`src/rtl/inst_fetcher_pkg.sv`:
```
// Shared types and constants for the instruction fetch front-end:
// FSM encoding, queue entry layout and the PC increment helper.
package inst_fetcher_pkg;

    localparam int IFQ_DEPTH_BIT = 2;
    localparam int IF_STATE_BIT  = 2;
    localparam int ADDR_W        = 32;
    localparam int INST_W        = 32;

    typedef enum logic [IF_STATE_BIT-1:0] {
        IF_IDLE  = 2'd0,
        IF_WAIT  = 2'd1,
        IF_FLUSH = 2'd2
    } if_state_e;

    typedef struct packed {
        logic [ADDR_W-1:0] addr;
        logic [INST_W-1:0] inst;
    } ifq_entry_t;

    function automatic logic [ADDR_W-1:0] next_pc(input logic [ADDR_W-1:0] pc);
        return pc + 32'd4;
    endfunction

endpackage

```
`src/rtl/inst_fetcher_queue.sv`:
```
// Circular FIFO of {addr, inst} entries between the fetch FSM and the decoder.
// Clear wins over push and pop; storage itself is not reset.
module inst_queue
    import inst_fetcher_pkg::*;
#(
    parameter int DEPTH_BIT = IFQ_DEPTH_BIT
) (
    input  logic                 clk_in,
    input  logic                 rst_in,
    input  logic                 push_i,
    input  logic                 pop_i,
    input  logic                 clear_i,
    input  ifq_entry_t           push_data_i,
    output ifq_entry_t           head_o,
    output logic                 empty_o,
    output logic                 full_o,
    output logic [DEPTH_BIT:0]   count_o
);

    localparam int DEPTH = 1 << DEPTH_BIT;

    ifq_entry_t             mem_q [DEPTH];
    logic [DEPTH_BIT-1:0]   head_q, head_d;
    logic [DEPTH_BIT-1:0]   tail_q, tail_d;
    logic [DEPTH_BIT:0]     count_q, count_d;
    logic                   do_push, do_pop;

    assign empty_o = (count_q == '0);
    assign full_o  = count_q[DEPTH_BIT];
    assign count_o = count_q;
    assign head_o  = mem_q[head_q];

    always_comb begin
        do_push = push_i && !full_o && !clear_i;
        do_pop  = pop_i && !empty_o && !clear_i;
        head_d  = head_q;
        tail_d  = tail_q;
        count_d = count_q;
        if (clear_i) begin
            head_d  = '0;
            tail_d  = '0;
            count_d = '0;
        end else begin
            if (do_push) tail_d = tail_q + 1'b1;
            if (do_pop)  head_d = head_q + 1'b1;
            case ({do_push, do_pop})
                2'b10:   count_d = count_q + 1'b1;
                2'b01:   count_d = count_q - 1'b1;
                default: count_d = count_q;
            endcase
        end
    end

    always_ff @(posedge clk_in or posedge rst_in) begin
        if (rst_in) begin
            head_q  <= '0;
            tail_q  <= '0;
            count_q <= '0;
        end else begin
            head_q  <= head_d;
            tail_q  <= tail_d;
            count_q <= count_d;
        end
    end

    always_ff @(posedge clk_in) begin
        if (do_push) mem_q[tail_q] <= push_data_i;
    end

endmodule

```
`src/rtl/inst_fetcher.sv`:
```
// Instruction fetch stage: one outstanding icache read at a time, returned words
// queued for the decoder, with redirect/flush driven by the decoder's if_clear.
module inst_fetcher
    import inst_fetcher_pkg::*;
#(
    parameter int          QUEUE_DEPTH_BIT = IFQ_DEPTH_BIT,
    parameter logic [31:0] RESET_PC        = 32'h0
) (
    input  logic        clk_in,
    input  logic        rst_in,
    input  logic        rdy_in,
    output logic        icache_req_valid,
    output logic [31:0] icache_req_addr,
    input  logic        icache_req_ready,
    input  logic        icache_resp_valid,
    input  logic [31:0] icache_resp_inst,
    output logic        valid,
    output logic [31:0] inst_addr,
    output logic [31:0] inst,
    input  logic        dec_accept,
    input  logic        if_clear,
    input  logic [31:0] if_set_addr
);

    localparam logic [QUEUE_DEPTH_BIT:0] QDEPTH = {1'b1, {QUEUE_DEPTH_BIT{1'b0}}};

    if_state_e                state_q, state_d;
    logic [31:0]              pc_q, pc_d;
    logic                     req_valid_q, req_valid_d;
    logic [31:0]              req_addr_q, req_addr_d;
    logic                     req_fire, fetch_push;
    logic                     q_push, q_pop, q_clear;
    logic                     q_empty, q_full;
    logic [QUEUE_DEPTH_BIT:0] q_count;
    ifq_entry_t               q_head, q_wdata;

    assign icache_req_valid = req_valid_q;
    assign icache_req_addr  = req_addr_q;
    assign valid            = !q_empty;
    assign inst_addr        = q_head.addr;
    assign inst             = q_head.inst;
    assign req_fire         = req_valid_q && icache_req_ready;
    assign q_wdata          = {pc_q, icache_resp_inst};

    // Queue strobes are gated by rdy_in so a stalled pipeline freezes the FIFO too.
    assign q_push  = rdy_in && fetch_push && !if_clear && !q_full;
    assign q_pop   = rdy_in && valid && dec_accept && !if_clear;
    assign q_clear = rdy_in && if_clear;

    always_comb begin
        state_d     = state_q;
        pc_d        = pc_q;
        req_valid_d = req_valid_q;
        req_addr_d  = req_addr_q;
        fetch_push  = 1'b0;

        case (state_q)
            IF_IDLE: begin
                if (req_fire) begin
                    req_valid_d = 1'b0;
                    state_d     = IF_WAIT;
                end else if (q_count < QDEPTH) begin
                    req_valid_d = 1'b1;
                    req_addr_d  = pc_q;
                end
            end
            IF_WAIT: begin
                if (icache_resp_valid) begin
                    fetch_push = 1'b1;
                    pc_d       = next_pc(pc_q);
                    state_d    = IF_IDLE;
                end
            end
            IF_FLUSH: begin
                if (icache_resp_valid) state_d = IF_IDLE;
            end
            default: state_d = IF_IDLE;
        endcase

        // Redirect overrides everything; an accepted-but-unanswered fetch must be drained in FLUSH.
        if (if_clear) begin
            fetch_push = 1'b0;
            pc_d       = if_set_addr;
            case (state_q)
                IF_IDLE: begin
                    if (req_fire) begin
                        req_valid_d = 1'b0;
                        state_d     = IF_FLUSH;
                    end else begin
                        req_valid_d = 1'b1;
                        req_addr_d  = if_set_addr;
                    end
                end
                IF_WAIT, IF_FLUSH: begin
                    state_d = icache_resp_valid ? IF_IDLE : IF_FLUSH;
                end
                default: state_d = IF_IDLE;
            endcase
        end
    end

    always_ff @(posedge clk_in or posedge rst_in) begin
        if (rst_in) begin
            state_q     <= IF_IDLE;
            pc_q        <= RESET_PC;
            req_valid_q <= 1'b0;
            req_addr_q  <= '0;
        end else if (rdy_in) begin
            state_q     <= state_d;
            pc_q        <= pc_d;
            req_valid_q <= req_valid_d;
            req_addr_q  <= req_addr_d;
        end
    end

    inst_queue #(
        .DEPTH_BIT (QUEUE_DEPTH_BIT)
    ) u_queue (
        .clk_in      (clk_in),
        .rst_in      (rst_in),
        .push_i      (q_push),
        .pop_i       (q_pop),
        .clear_i     (q_clear),
        .push_data_i (q_wdata),
        .head_o      (q_head),
        .empty_o     (q_empty),
        .full_o      (q_full),
        .count_o     (q_count)
    );

endmodule
```
`config.mk`:
```
export PLATFORM = sky130hd
export DESIGN_NAME = inst_fetcher
export DESIGN_NICKNAME = d
export VERILOG_FILES = /design/src/rtl/inst_fetcher_pkg.sv /design/src/rtl/inst_fetcher_queue.sv /design/src/rtl/inst_fetcher.sv
export SDC_FILE = /design/constraint.sdc
export NUM_CORES = 1
export LEC_CHECK = 0
export CAP_MARGIN = 20
export CORE_MARGIN = 4
export CORE_UTILIZATION = 40
export DETAILED_ROUTE_END_ITERATION = 10
export PLACE_DENSITY = 0.63
export SYNTH_ARGS = -nofsm -noshare
export SYNTH_HDL_FRONTEND = slang
export SYNTH_HIERARCHICAL = 1
export SYNTH_SLANG_ARGS = --single-unit
```
`constraint.sdc`:
```
create_clock -name clk_in -period 6.5 [get_ports clk_in]
set_input_delay 1.3 -clock clk_in [delete_from_list [all_inputs] [get_ports clk_in]]
set_output_delay 1.3 -clock clk_in [all_outputs]
set_load 0.01 [all_outputs]
```
==> run summary <==
Critical Path RT = 5.20 ns
Period Utilization, post-route = 69.4%
MaxCap Viol Count = 0
Critical Path Sink Type = output pin
Iter 0 DRT Violations = 642
area leader, netlist = edfxtp_1
vias per cell = 5.48
cells after synthesis = 812
CP max FO = 45
Yosys warning count = 6
DRC viols = 0
clk_lat worst skew = 0.51 ns
Place WS = 1.77 ns
Final Max Slew Viols = 0
Yosys cell types = 65
routed len/inst = 21.5 um
status = finished clean
Reg clk slew, reported paths = 0.06 ns
Post-synth ARST share = 22.4%
slowest library cell on the worst path = dfrtp_4
layout cells sized above 1 = 14.3%
first-pass GRT wire length = 48000 um
DRT antenna net count = 0
Clock Path Buffers = 3
final worst slack = 1.99 ns
commonest non-fill, non-tap cell in the layout = edfxtp_1
WP buf/inv = 2
top post-synthesis cells by area = edfxtp_1 57%, dfrtp_1 14%, mux4_2 11%
vias = 7893
setup violators final = 0
cts bufs inserted = 35
DP Wirelength = 19300 um
slowest stage delay, CP = 1.03 ns
Power Dens Cells = 322 nW/um^2
syn avg cell area = 16.6 sq um
reg2reg end = u_queue/mem_q[1][21]
Worst Hold Launch = icache_req_addr[6]
Post-Route Setup TNS = 0 ns
Min-Delay Endpoint = icache_req_addr[6]
Starting Density = 41.0%
crit path DAT = 3.21 ns
grt total ovfl = 0
syn nets = 892
Setup CP Type = reg2out
H-tree level count = 2
r2r setup slk = 3.24 ns
Syn Std Cell Area = 13500 sq um
clock sink total = 330
leakage power = 5.64 nW
port buffer count = 168
num rows = 66
Synth Flop Type = edfxtp_1
Final GP Congestion = 0.790
most frequent cells in the layout = 256 x edfxtp_1, 167 x clkdlybuf4s50_1, 72 x dfrtp_1, 64 x mux4_2, 45 x a21oi_1
Routed Wire Length = 31000 um
Fmax = 222 MHz
CTS tree = done
die area = 36700 sq um
post-synthesis register bit count = 330
Slew @ Worst Pin = 1.02 ns
CTS root buf = clkbuf_16
Core Region = 32900 sq um
Crit Reg-Reg Startpoint = state_q[1]
family with the most delay on the worst path = flip-flops
Yosys top cell area share = 57.1%
Hold/Removal Path Class = reg2reg
hold path depth = 2
antenna violations before repair = 0
Die Y = 192 um
worst-path cell chain = buf_4 > mux4_2 > clkdlybuf4s50_1
number of global-route vias before repair = 8136
final hold vios = 0
crit start category = flip-flop
Layout Nets = 1054
# Post-CTS Setup Buffers = 0
RSZ-0062 raised after global routing = no
# resized after CTS = 0
n_diodes = 0
GRT Total Usage = 16.9%
Die X = 192 um
largest net degree at the start of global routing = 68
Final Skew = 0.0141 ns
crit path launch = u_queue/head_q[0]
EDFF count, synth = 256
First-pass DRT Iterations = 6
worst r2r path cells = 7
area growth from synthesis to layout = 23.4%
relative slew slack = 32.1%
Seq/Total Area, Yosys = 70.8%
Max IR drop VDD = 217 uV
Final Critical Period = 4.51 ns
I/O pin cnt = 169
CTS Hold Bufs = 0
power breakdown:
group | switching, W | total (W) | internal, W
Clock | 0.000774 | 0.00192 | 0.00115
Sequential | 0.000213 | 0.00269 | 0.00247
Combinational | 0.000372 | 0.000753 | 0.000382
sequential cells by signal (all words and copies together), names as in the netlist, named ones only:
signal / count
u_queue/count_o: 3
pc_q: 32
icache_req_addr: 32
state_q: 2
u_queue/head_q: 2
u_queue/tail_q: 2
u_queue/mem_q: 256
layout make-up:
type,count,area (sq um)
Fill cell,2764,16200
Clock buffer,48,987
Inverter,14,52.6
Timing Repair Buffer,174,1730
Tap cell,442,553
Multi-Input combinational cell,419,3640
Sequential cell,330,9550
Clock inverter,14,128
worst max path at each step:
stage	endpoint	slack (ns)	depth (start not counted)
floorplan	u_queue/mem_q[0][0]	1.82	8
global placement	u_queue/mem_q[1][27]	1.89	7
detailed placement	u_queue/mem_q[1][27]	1.77	7
CTS	inst[10]	1.86	3
global route	inst[10]	1.74	3
finish	inst[10]	1.99	3
through the flow:
step	hold WS [ns]	cells	area, sq um	utilization, %	power (W)
2_1_floorplan	0.471	812	13500	-	0.00304
3_3_place_gp	0.475	1378	15500	47.2	0.00346
3_5_place_dp	0.476	1379	15500	47.2	0.00348
4_1_cts	0.486	1441	16600	50.6	0.00542
5_1_grt	0.521	1441	16600	50.6	0.00561
6_report	0.484	1441	16600	50.6	0.00536
Yosys cell counts, types with 5 or more instances:
cell type,count
and3_1,5
nor4_1,7
o21ai_0,42
buf_4,9
nand3_1,17
mux2i_1,12
ha_1,8
and2_1,7
nand4_1,7
mux4_2,64
inv_1,13
buf_2,13
nand2_1,40
a21oi_1,45
edfxtp_1,256
clkbuf_1,20
a22oi_1,17
nor2_1,43
a31oi_1,5
o22ai_1,29
dfrtp_1,74
layer usage:
| layer | up-vias | part of all wire [%] | wire length (um) | GRT usage, % |
|---|---|---|---|---|
| met5 | - | 0 | 0 | 0 |
| met4 | 0 | 1.5 | 457 | 3.84 |
| met3 | 41 | 6.3 | 1950 | 3.10 |
| met2 | 277 | 47 | 14400 | 26.8 |
| met1 | 4022 | 46 | 14200 | 24.5 |
| li1 | 3553 | - | - | - |
worst min-delay path: cells and delay by family (launching register included):
kind	cells	cell delay, ns
DFF	1	0.34
AOI/OAI and AO/OA	1	0.07
and+or+nand+nor	1	0.04
cells by family (layout without fill, tap and decap cells):
group / after synthesis / count (layout) / share of synthesized area [%]
mux: 77 / 77 / 11.7
buf+inv: 63 / 250 / 2.28
xor+xnor: 5 / 5 / 0.325
flops: 330 / 330 / 70.8
compound gates: 166 / 166 / 7.52
simple gates: 162 / 162 / 6.48
fa+ha+maj: 9 / 9 / 0.892
Note: power is estimated with default switching activity, not from simulation.
